[src/rtl/lzw_pkg.sv]
// Shared definitions for the LZW dictionary datapath: opcodes, fetch states
// and the half-length rounding used for word counts.
package lzw_pkg;

  typedef enum logic [3:0] {
    OP_NOP           = 4'd0,
    OP_STR_CLR       = 4'd1,
    OP_STR_LOAD_CHAR = 4'd2,
    OP_STR_LOAD_BUF  = 4'd3,
    OP_STR_APPEND    = 4'd4,
    OP_STR_DROP      = 4'd5,
    OP_CHAR_LOAD     = 4'd6,
    OP_CODE_CLR      = 4'd7,
    OP_CODE_INC      = 4'd8,
    OP_DIC_INIT_LOAD = 4'd9,
    OP_DIC_LOAD      = 4'd10,
    OP_DIC_INC       = 4'd11,
    OP_INS_LOAD      = 4'd12,
    OP_INS_UPDATE    = 4'd13,
    OP_FETCH         = 4'd14,
    OP_CLR_ERR       = 4'd15
  } lzw_op_e;

  typedef enum logic [1:0] {
    FS_IDLE = 2'd0,
    FS_HDR  = 2'd1,
    FS_DATA = 2'd2,
    FS_DONE = 2'd3
  } fetch_state_e;

  // Number of two-symbol words needed for n symbols; 9-bit sum so n=255 works.
  function automatic logic [7:0] ceil_half(input logic [7:0] n);
    logic [8:0] t;
    t = {1'b0, n} + 9'd1;
    return t[8:1];
  endfunction

endpackage

[src/rtl/lzw_entry_fetch.sv]
// Dictionary entry fetch: reads the header word and the packed symbol words
// of one entry, compares them against the current string and computes the
// pointer to the following entry.
module lzw_entry_fetch
  import lzw_pkg::*;
#(
  parameter int CHAR_W    = 8,
  parameter int MAX_CHARS = 16,
  parameter int ADDR_W    = 18,
  parameter int RAM_W     = 16,
  parameter int LEN_W     = 5
) (
  input  logic                                Clk,
  input  logic                                Rst,
  input  logic                                start,
  input  logic [ADDR_W-1:0]                   dic_ptr,
  input  logic [MAX_CHARS-1:0][CHAR_W-1:0]    str,
  input  logic [LEN_W-1:0]                    str_len,
  output logic                                ram_rd_req,
  output logic [ADDR_W-1:0]                   ram_addr,
  input  logic                                ram_rd_valid,
  input  logic [RAM_W-1:0]                    ram_rd_data,
  output logic                                busy,
  output logic                                done,
  output logic [ADDR_W-1:0]                   next_ptr,
  output logic [ADDR_W-1:0]                   jump,
  output logic                                match,
  output logic                                entry_empty,
  output logic                                len_err
);

  localparam int IDX_W = (MAX_CHARS > 1) ? $clog2(MAX_CHARS) : 1;

  fetch_state_e      state_q, state_d;
  logic [7:0]        elen_q, elen_d;
  logic [7:0]        widx_q, widx_d;
  logic              mism_q, mism_d;
  logic              match_q, match_d;
  logic              empty_q, empty_d;
  logic [ADDR_W-1:0] jump_q, jump_d;
  logic [7:0]        nwords;
  logic [7:0]        str_len8;
  logic [1:0]        sym_ne;
  logic              last_word;

  assign str_len8  = 8'(str_len);
  assign nwords    = ceil_half(elen_q);
  assign last_word = ((widx_q + 8'd1) == nwords);
  assign next_ptr  = dic_ptr + ADDR_W'(1) + ADDR_W'(nwords);

  // Entry symbol k (oldest first) lines up with string slot len-1-k, since the
  // string register keeps its newest symbol in slot 0.
  genvar gi;
  generate
    for (gi = 0; gi < 2; gi++) begin : g_sym
      logic [8:0] k;
      logic [8:0] ridx;
      logic       live;
      assign k    = {widx_q, 1'b0} + 9'(gi);
      assign live = (k < {1'b0, elen_q}) && (k < {1'b0, str_len8});
      assign ridx = {1'b0, str_len8} - 9'd1 - k;
      assign sym_ne[gi] = live &&
          (ram_rd_data[gi*CHAR_W +: CHAR_W] != str[ridx[IDX_W-1:0]]);
    end
  endgenerate

  // Next-state, read request and compare accumulation.
  always_comb begin
    state_d    = state_q;
    elen_d     = elen_q;
    widx_d     = widx_q;
    mism_d     = mism_q;
    match_d    = match_q;
    empty_d    = empty_q;
    jump_d     = jump_q;
    ram_rd_req = 1'b0;
    ram_addr   = dic_ptr;
    done       = 1'b0;
    len_err    = 1'b0;
    case (state_q)
      FS_IDLE: begin
        if (start) begin
          state_d = FS_HDR;
          elen_d  = 8'd0;
          widx_d  = 8'd0;
          mism_d  = 1'b0;
          match_d = 1'b0;
          empty_d = 1'b0;
        end
      end
      FS_HDR: begin
        ram_rd_req = 1'b1;
        if (ram_rd_valid) begin
          elen_d  = ram_rd_data[7:0];
          empty_d = (ram_rd_data[7:0] == 8'd0);
          state_d = (ram_rd_data[7:0] == 8'd0) ? FS_DONE : FS_DATA;
        end
      end
      FS_DATA: begin
        ram_rd_req = 1'b1;
        ram_addr   = dic_ptr + ADDR_W'(1) + ADDR_W'(widx_q);
        if (ram_rd_valid) begin
          if (|sym_ne) mism_d = 1'b1;
          widx_d = widx_q + 8'd1;
          if (last_word) state_d = FS_DONE;
        end
      end
      FS_DONE: begin
        done    = 1'b1;
        jump_d  = next_ptr;
        len_err = (elen_q > 8'(MAX_CHARS));
        // An empty entry is a terminator and never matches.
        match_d = !empty_q && !mism_q && (elen_q == str_len8) &&
                  (elen_q <= 8'(MAX_CHARS));
        state_d = FS_IDLE;
      end
      default: state_d = FS_IDLE;
    endcase
  end

  // State registers; reset aborts any fetch in flight.
  always_ff @(posedge Clk) begin
    if (Rst) begin
      state_q <= FS_IDLE;
      elen_q  <= '0;
      widx_q  <= '0;
      mism_q  <= 1'b0;
      match_q <= 1'b0;
      empty_q <= 1'b0;
      jump_q  <= '0;
    end else begin
      state_q <= state_d;
      elen_q  <= elen_d;
      widx_q  <= widx_d;
      mism_q  <= mism_d;
      match_q <= match_d;
      empty_q <= empty_d;
      jump_q  <= jump_d;
    end
  end

  assign busy        = (state_q != FS_IDLE);
  assign match       = match_q;
  assign entry_empty = empty_q;
  assign jump        = jump_q;

endmodule

[src/rtl/lzw_dict_datapath.sv]
// LZW dictionary datapath: string/char/code/pointer registers driven by a
// 4-bit command, plus the entry fetch engine for dictionary lookups.
module lzw_dict_datapath
  import lzw_pkg::*;
#(
  parameter int CHAR_W    = 8,
  parameter int MAX_CHARS = 16,
  parameter int CODE_W    = 12,
  parameter int ADDR_W    = 18,
  parameter int RAM_W     = 16
) (
  input  logic                         Clk,
  input  logic                         Rst,
  input  logic [3:0]                   cmd,
  input  logic [ADDR_W-1:0]            in_data,
  output logic                         in_req,
  output logic                         ram_rd_req,
  output logic [ADDR_W-1:0]            ram_addr,
  input  logic                         ram_rd_valid,
  input  logic [RAM_W-1:0]             ram_rd_data,
  output logic [CODE_W-1:0]            code_out,
  output logic [$clog2(MAX_CHARS):0]   str_len,
  output logic [ADDR_W-1:0]            dic_ptr,
  output logic [ADDR_W-1:0]            ins_ptr,
  output logic                         busy,
  output logic                         match,
  output logic                         str_full,
  output logic                         code_full,
  output logic                         dic_eq_ins,
  output logic                         dic_eq_jump,
  output logic                         entry_empty,
  output logic                         err
);

  localparam int LEN_W = $clog2(MAX_CHARS) + 1;
  localparam int IDX_W = (MAX_CHARS > 1) ? $clog2(MAX_CHARS) : 1;

  logic [MAX_CHARS-1:0][CHAR_W-1:0] str_q, str_d;
  logic [LEN_W-1:0]                 len_q, len_d;
  logic [CHAR_W-1:0]                char_q, char_d;
  logic [CODE_W-1:0]                code_q, code_d;
  logic [ADDR_W-1:0]                init_q, init_d;
  logic [ADDR_W-1:0]                dic_q, dic_d;
  logic [ADDR_W-1:0]                ins_q, ins_d;
  logic                             err_q, err_d;

  lzw_op_e           op;
  logic              fetch_start, fetch_done, fetch_len_err;
  logic [ADDR_W-1:0] next_ptr, jump;
  logic [LEN_W-1:0]  len_m1;
  logic              full;

  assign op          = lzw_op_e'(cmd);
  assign len_m1      = len_q - LEN_W'(1);
  assign full        = (len_q == LEN_W'(MAX_CHARS));
  assign fetch_start = !busy && (op == OP_FETCH);
  assign in_req      = !busy && ((op == OP_STR_LOAD_BUF) || (op == OP_CHAR_LOAD) ||
                                 (op == OP_DIC_INIT_LOAD));

  lzw_entry_fetch #(
    .CHAR_W(CHAR_W), .MAX_CHARS(MAX_CHARS), .ADDR_W(ADDR_W),
    .RAM_W(RAM_W), .LEN_W(LEN_W)
  ) u_fetch (
    .Clk(Clk), .Rst(Rst), .start(fetch_start), .dic_ptr(dic_q),
    .str(str_q), .str_len(len_q),
    .ram_rd_req(ram_rd_req), .ram_addr(ram_addr),
    .ram_rd_valid(ram_rd_valid), .ram_rd_data(ram_rd_data),
    .busy(busy), .done(fetch_done), .next_ptr(next_ptr), .jump(jump),
    .match(match), .entry_empty(entry_empty), .len_err(fetch_len_err)
  );

  // Command decode; commands arriving during a fetch only raise err.
  always_comb begin
    str_d  = str_q;
    len_d  = len_q;
    char_d = char_q;
    code_d = code_q;
    init_d = init_q;
    dic_d  = dic_q;
    ins_d  = ins_q;
    err_d  = err_q;
    if (fetch_done)    dic_d = next_ptr;
    if (fetch_len_err) err_d = 1'b1;
    if (busy) begin
      if (op != OP_NOP) err_d = 1'b1;
    end else begin
      case (op)
        OP_STR_CLR:       begin str_d = '0; len_d = '0; end
        OP_STR_LOAD_CHAR: begin str_d = '0; str_d[0] = char_q; len_d = LEN_W'(1); end
        OP_STR_LOAD_BUF:  begin str_d = '0; str_d[0] = in_data[CHAR_W-1:0]; len_d = LEN_W'(1); end
        OP_STR_APPEND: begin
          if (full) err_d = 1'b1;
          else begin
            str_d = {str_q[MAX_CHARS-2:0], char_q};
            len_d = len_q + LEN_W'(1);
          end
        end
        OP_STR_DROP: begin
          // Oldest symbol sits at slot len-1.
          if (len_q != '0) begin
            str_d[len_m1[IDX_W-1:0]] = '0;
            len_d = len_m1;
          end
        end
        OP_CHAR_LOAD:     char_d = in_data[CHAR_W-1:0];
        OP_CODE_CLR:      code_d = '0;
        OP_CODE_INC:      if (!(&code_q)) code_d = code_q + CODE_W'(1);
        OP_DIC_INIT_LOAD: init_d = in_data;
        OP_DIC_LOAD:      dic_d  = init_q;
        OP_DIC_INC:       dic_d  = dic_q + ADDR_W'(1);
        // The insertion point is taken from where the dictionary walk stopped.
        OP_INS_LOAD:      ins_d  = dic_q;
        OP_INS_UPDATE:    ins_d  = ins_q + ADDR_W'(1) + ADDR_W'(ceil_half(8'(len_q)));
        OP_CLR_ERR:       err_d  = 1'b0;
        default: ;
      endcase
    end
  end

  // Register file update with synchronous reset taking priority over cmd.
  always_ff @(posedge Clk) begin
    if (Rst) begin
      str_q  <= '0;
      len_q  <= '0;
      char_q <= '0;
      code_q <= '0;
      init_q <= '0;
      dic_q  <= '0;
      ins_q  <= '0;
      err_q  <= 1'b0;
    end else begin
      str_q  <= str_d;
      len_q  <= len_d;
      char_q <= char_d;
      code_q <= code_d;
      init_q <= init_d;
      dic_q  <= dic_d;
      ins_q  <= ins_d;
      err_q  <= err_d;
    end
  end

  assign code_out    = code_q;
  assign str_len     = len_q;
  assign dic_ptr     = dic_q;
  assign ins_ptr     = ins_q;
  assign str_full    = full;
  assign code_full   = &code_q;
  assign dic_eq_ins  = (dic_q == ins_q);
  assign dic_eq_jump = (dic_q == jump);
  assign err         = err_q;

endmodule

[config.mk]
export PLATFORM = sky130hd
export DESIGN_NAME = lzw_dict_datapath
export DESIGN_NICKNAME = d
export VERILOG_FILES = /design/src/rtl/lzw_pkg.sv /design/src/rtl/lzw_entry_fetch.sv /design/src/rtl/lzw_dict_datapath.sv
export SDC_FILE = /design/constraint.sdc
export NUM_CORES = 1
export LEC_CHECK = 0
export ABC_AREA = 1
export CAP_MARGIN = 20
export CORE_MARGIN = 5
export CORE_UTILIZATION = 61
export DETAILED_ROUTE_END_ITERATION = 8
export PLACE_DENSITY = 0.88
export SKIP_LAST_GASP = 1
export SLEW_MARGIN = 20
export SYNTH_ARGS = -nofsm -noshare
export SYNTH_HDL_FRONTEND = slang
export SYNTH_HIERARCHICAL = 1
export SYNTH_SLANG_ARGS = --single-unit
[constraint.sdc]
create_clock -name Clk -period 4.9 [get_ports Clk]
set_input_delay 1.225 -clock Clk [delete_from_list [all_inputs] [get_ports Clk]]
set_output_delay 1.225 -clock Clk [all_outputs]
set_load 0.03 [all_outputs]
==> flow_metrics.tcl <==
set metrics [dict create \
    status "completed" \
    dp.cells 3619 \
    cts_root_buffer "clkbuf_16" \
    htree_levels 1 \
    cts_tree "yes" \
    finalNonFillerCells 3674 \
    crit_chain "ha_1 > nand2_2 > nor2_4 > nand3_2 > xor2_1 > inv_1 > ha_1 > a21oi_1 > o21ai_0 > a21oi_1 > o21ai_2 > nand2_1 > clkinv_1 > nand2_1 > nand2_1 > a31oi_1 > buf_4" \
    critPathArrivalTime_ps 3410 \
    reg2reg_depth 23 \
    worst_path_max_delay_cell "dfxtp_4" \
    setup_ws_ps 269 \
    grt_pass1_wl_um 104000 \
    critPathBufInv 3 \
    p_per_area_mw_per_mm2 399 \
    drc 0 \
    cts_hold_buf 0 \
    ys_ff_latch 247 \
    numCtsBuffers 29 \
    final_nets 3353 \
    final_antenna_net_count 0 \
    cts_buffer_depth 3 \
    dp_slack_ps 337 \
    yosys-top-cells-area "dfxtp_1 (26%), nand2_1 (24%), a21oi_1 (6.8%)" \
    fp.dieW_um 186 \
    clk_latency_ps 580 \
    fin_crit_sh_pct 94.5 \
    clk_pin_slew_ps 60 \
    fp.dieH_um 186 \
    seq_area_frac_synth_pct 26.3 \
    avgRoutedWirePerCell_um 17.9 \
    antenna_found_initial 0 \
    critPathTopFamily "compound AO/OA/AOI/OAI gates" \
    max_stage_delay_ps 400 \
    cp_max_fo 9 \
    synthesis.area_mm2 0.0188 \
    start_util_pct 61.6 \
    ir_drop_mv 0.363 \
    avgSynthCellArea_um2 5.86 \
    place.gp.congestion 0.993 \
    worstMarginPinSlew_ps 1030 \
    setup.worst_path.end_class "primary output" \
    crit_type "flop to primary output" \
    reg2reg_slack_ps 1070 \
    r2r_end "u_fetch/mism_q" \
    fin_worst_skew_ps 19.1 \
    syn_to_final_growth_pct 13.0 \
    crit_cells 17 \
    cp-startpoint "dic_ptr[0]" \
    cp_common_cell "nand2_1" \
    fin_crit_ps 4630 \
    core_area_mm2 0.0305 \
    synth_top_area_cell "dfxtp_1" \
    synth_warnings 6 \
    first_pass_iters 6 \
    leakage_nw 9.04 \
    tns_ps 0 \
    finalCoreUtilization_pct 69.6 \
    worstReg2RegStart "str_len[1]" \
    synth_edf_count 0 \
    max_cap_viol_count 0 \
    synth_top_area_share_pct 26.3 \
    async_reset_ff_share_pct 0 \
    grt_pass1_vias 19900 \
    final-hold-violation-count 0 \
    startpoint_type "flop" \
    dpl.hpwl_um 45700 \
    cp_data_required_time_ps 3670 \
    grt_max_degree 92 \
    num_rows 64 \
    max-slew-margin-rel_pct 31.5 \
    setup_viol 0 \
    synth.distinct_cells 57 \
    synth-main-ff-cell "dfxtp_1" \
    syn_inst 3208 \
    die_area_mm2 0.0344 \
    num_antenna_cells 0 \
    hp-class "flop to flop" \
    avgViaCountPerCell 5.92 \
    gr-usage-all-layers_pct 37.0 \
    cts_num_sinks 247 \
    io_buffers 121 \
    finalMaxSlewViolations 0 \
    layout-drive-gt1-share_pct 5.83 \
    vias 21700 \
    endpoint "ram_addr[15]" \
    globalRouteOverflowTotal 0 \
    synth.net_count 3306 \
    dr.first_iter.drc_count 2680 \
    drt_wl_total_um 65900 \
    ios 122 \
    max_freq_mhz 216 \
]
## synthesized netlist by cell type (all sizes together) (12+ instances only)
library cell and count:
a211oi 12, a21oi 257, buf 70, clkbuf 84, dfxtp 247, ha 53, inv 324, nand2 1194
nand3 213, nand4 86, nor2 287, nor3 17, nor4 14, o21ai 197, xnor2 22, xor2 58
## timing repair
item                                    in CTS  in global routing
endpoints found under the setup margin       7                 10
setup buffers                                0                  0
resized for setup                            5                 15
## sequential cells by signal, summed over array words and instances, names as in the netlist
| name | flops |
|---|---|
| u_fetch/widx_q | 8 |
| str_q | 128 |
| u_fetch/state_q | 2 |
| u_fetch/jump | 18 |
| str_len | 5 |
| char_q | 8 |
| ins_ptr | 18 |
| u_fetch/entry_empty | 1 |
| u_fetch/mism_q | 1 |
| err | 1 |
| u_fetch/elen_q | 8 |
| dic_ptr | 18 |
| u_fetch/match | 1 |
| init_q | 18 |
| code_out | 12 |
## cells in the final DEF (no fill, tap or decap), types with 14 or more instances in the layout
cell type,n
a21oi_1,257
buf_4,50
clkbuf_16,29
clkdlybuf4s50_1,108
dfxtp_1,245
ha_1,51
inv_1,307
inv_2,16
nand2_1,1178
nand2_2,15
nand3_1,211
nand4_1,86
nor2_1,269
nor3_1,14
o21ai_0,189
xnor2_1,20
xor2_1,55
## cells by family after synthesis
family | synth area share (%)
XOR/XNOR | 4.05
buffers and inverters | 10.4
adder cells (fa/ha/maj) | 3.95
flip-flops | 26.3
AND/OR/NAND/NOR | 40.9
AO/OA/AOI/OAI | 14.3
## worst min path at each step
stage,startpoint,to,depth (start not counted)
3_5_place_dp,str_q[121],str_q[121],2
6_report,str_q[121],str_q[121],2
5_1_grt,str_q[121],str_q[121],2
4_1_cts,str_q[121],str_q[121],2
2_1_floorplan,init_q[10],init_q[10],2
3_3_place_gp,u_fetch/mism_q,u_fetch/mism_q,2
## cell type report
type | instances | area, µm²
timing repair buffer | 170 | 1610
clock buffer | 37 | 816
fill | 2803 | 9270
multi-input combinational | 2481 | 11900
inverter | 326 | 1220
sequential | 247 | 4950
tap | 396 | 495
clock inverter | 17 | 241
## routing by layer
layer | share of wire, % | vias to the layer above | global-route usage (%)
met5 | 0 | - | 0
met4 | 5.9 | 0 | 19.4
met3 | 10 | 236 | 6.02
met2 | 44 | 1223 | 58.3
met1 | 40 | 9914 | 48.7
li1 | - | 10400 | -
## per-stage QoR
step / hold slack, ps / total power [W] / instance area (µm²)
after floorplan: 425 / 0.00482 / 18800
final: 473 / 0.00848 / 21200
after CTS: 474 / 0.00836 / 21200
after global routing: 502 / 0.00892 / 21200
after global placement: 454 / 0.00589 / 20200
after detailed placement: 465 / 0.00596 / 20200
## tightest hold or removal path, stage by stage, from the launching register on
cell and delay [ps]:
dfxtp_1 310, nand2_1 60, a21oi_1 50
## report_power, final
part           internal, W  leakage, nW  switching (W)  total (W)
combinational      0.00111         6.54        0.00279    0.00390
sequential         0.00210         1.99      0.0000945    0.00219
clock              0.00144        0.508       0.000950    0.00239
Note: power is estimated with default switching activity, not from simulation.
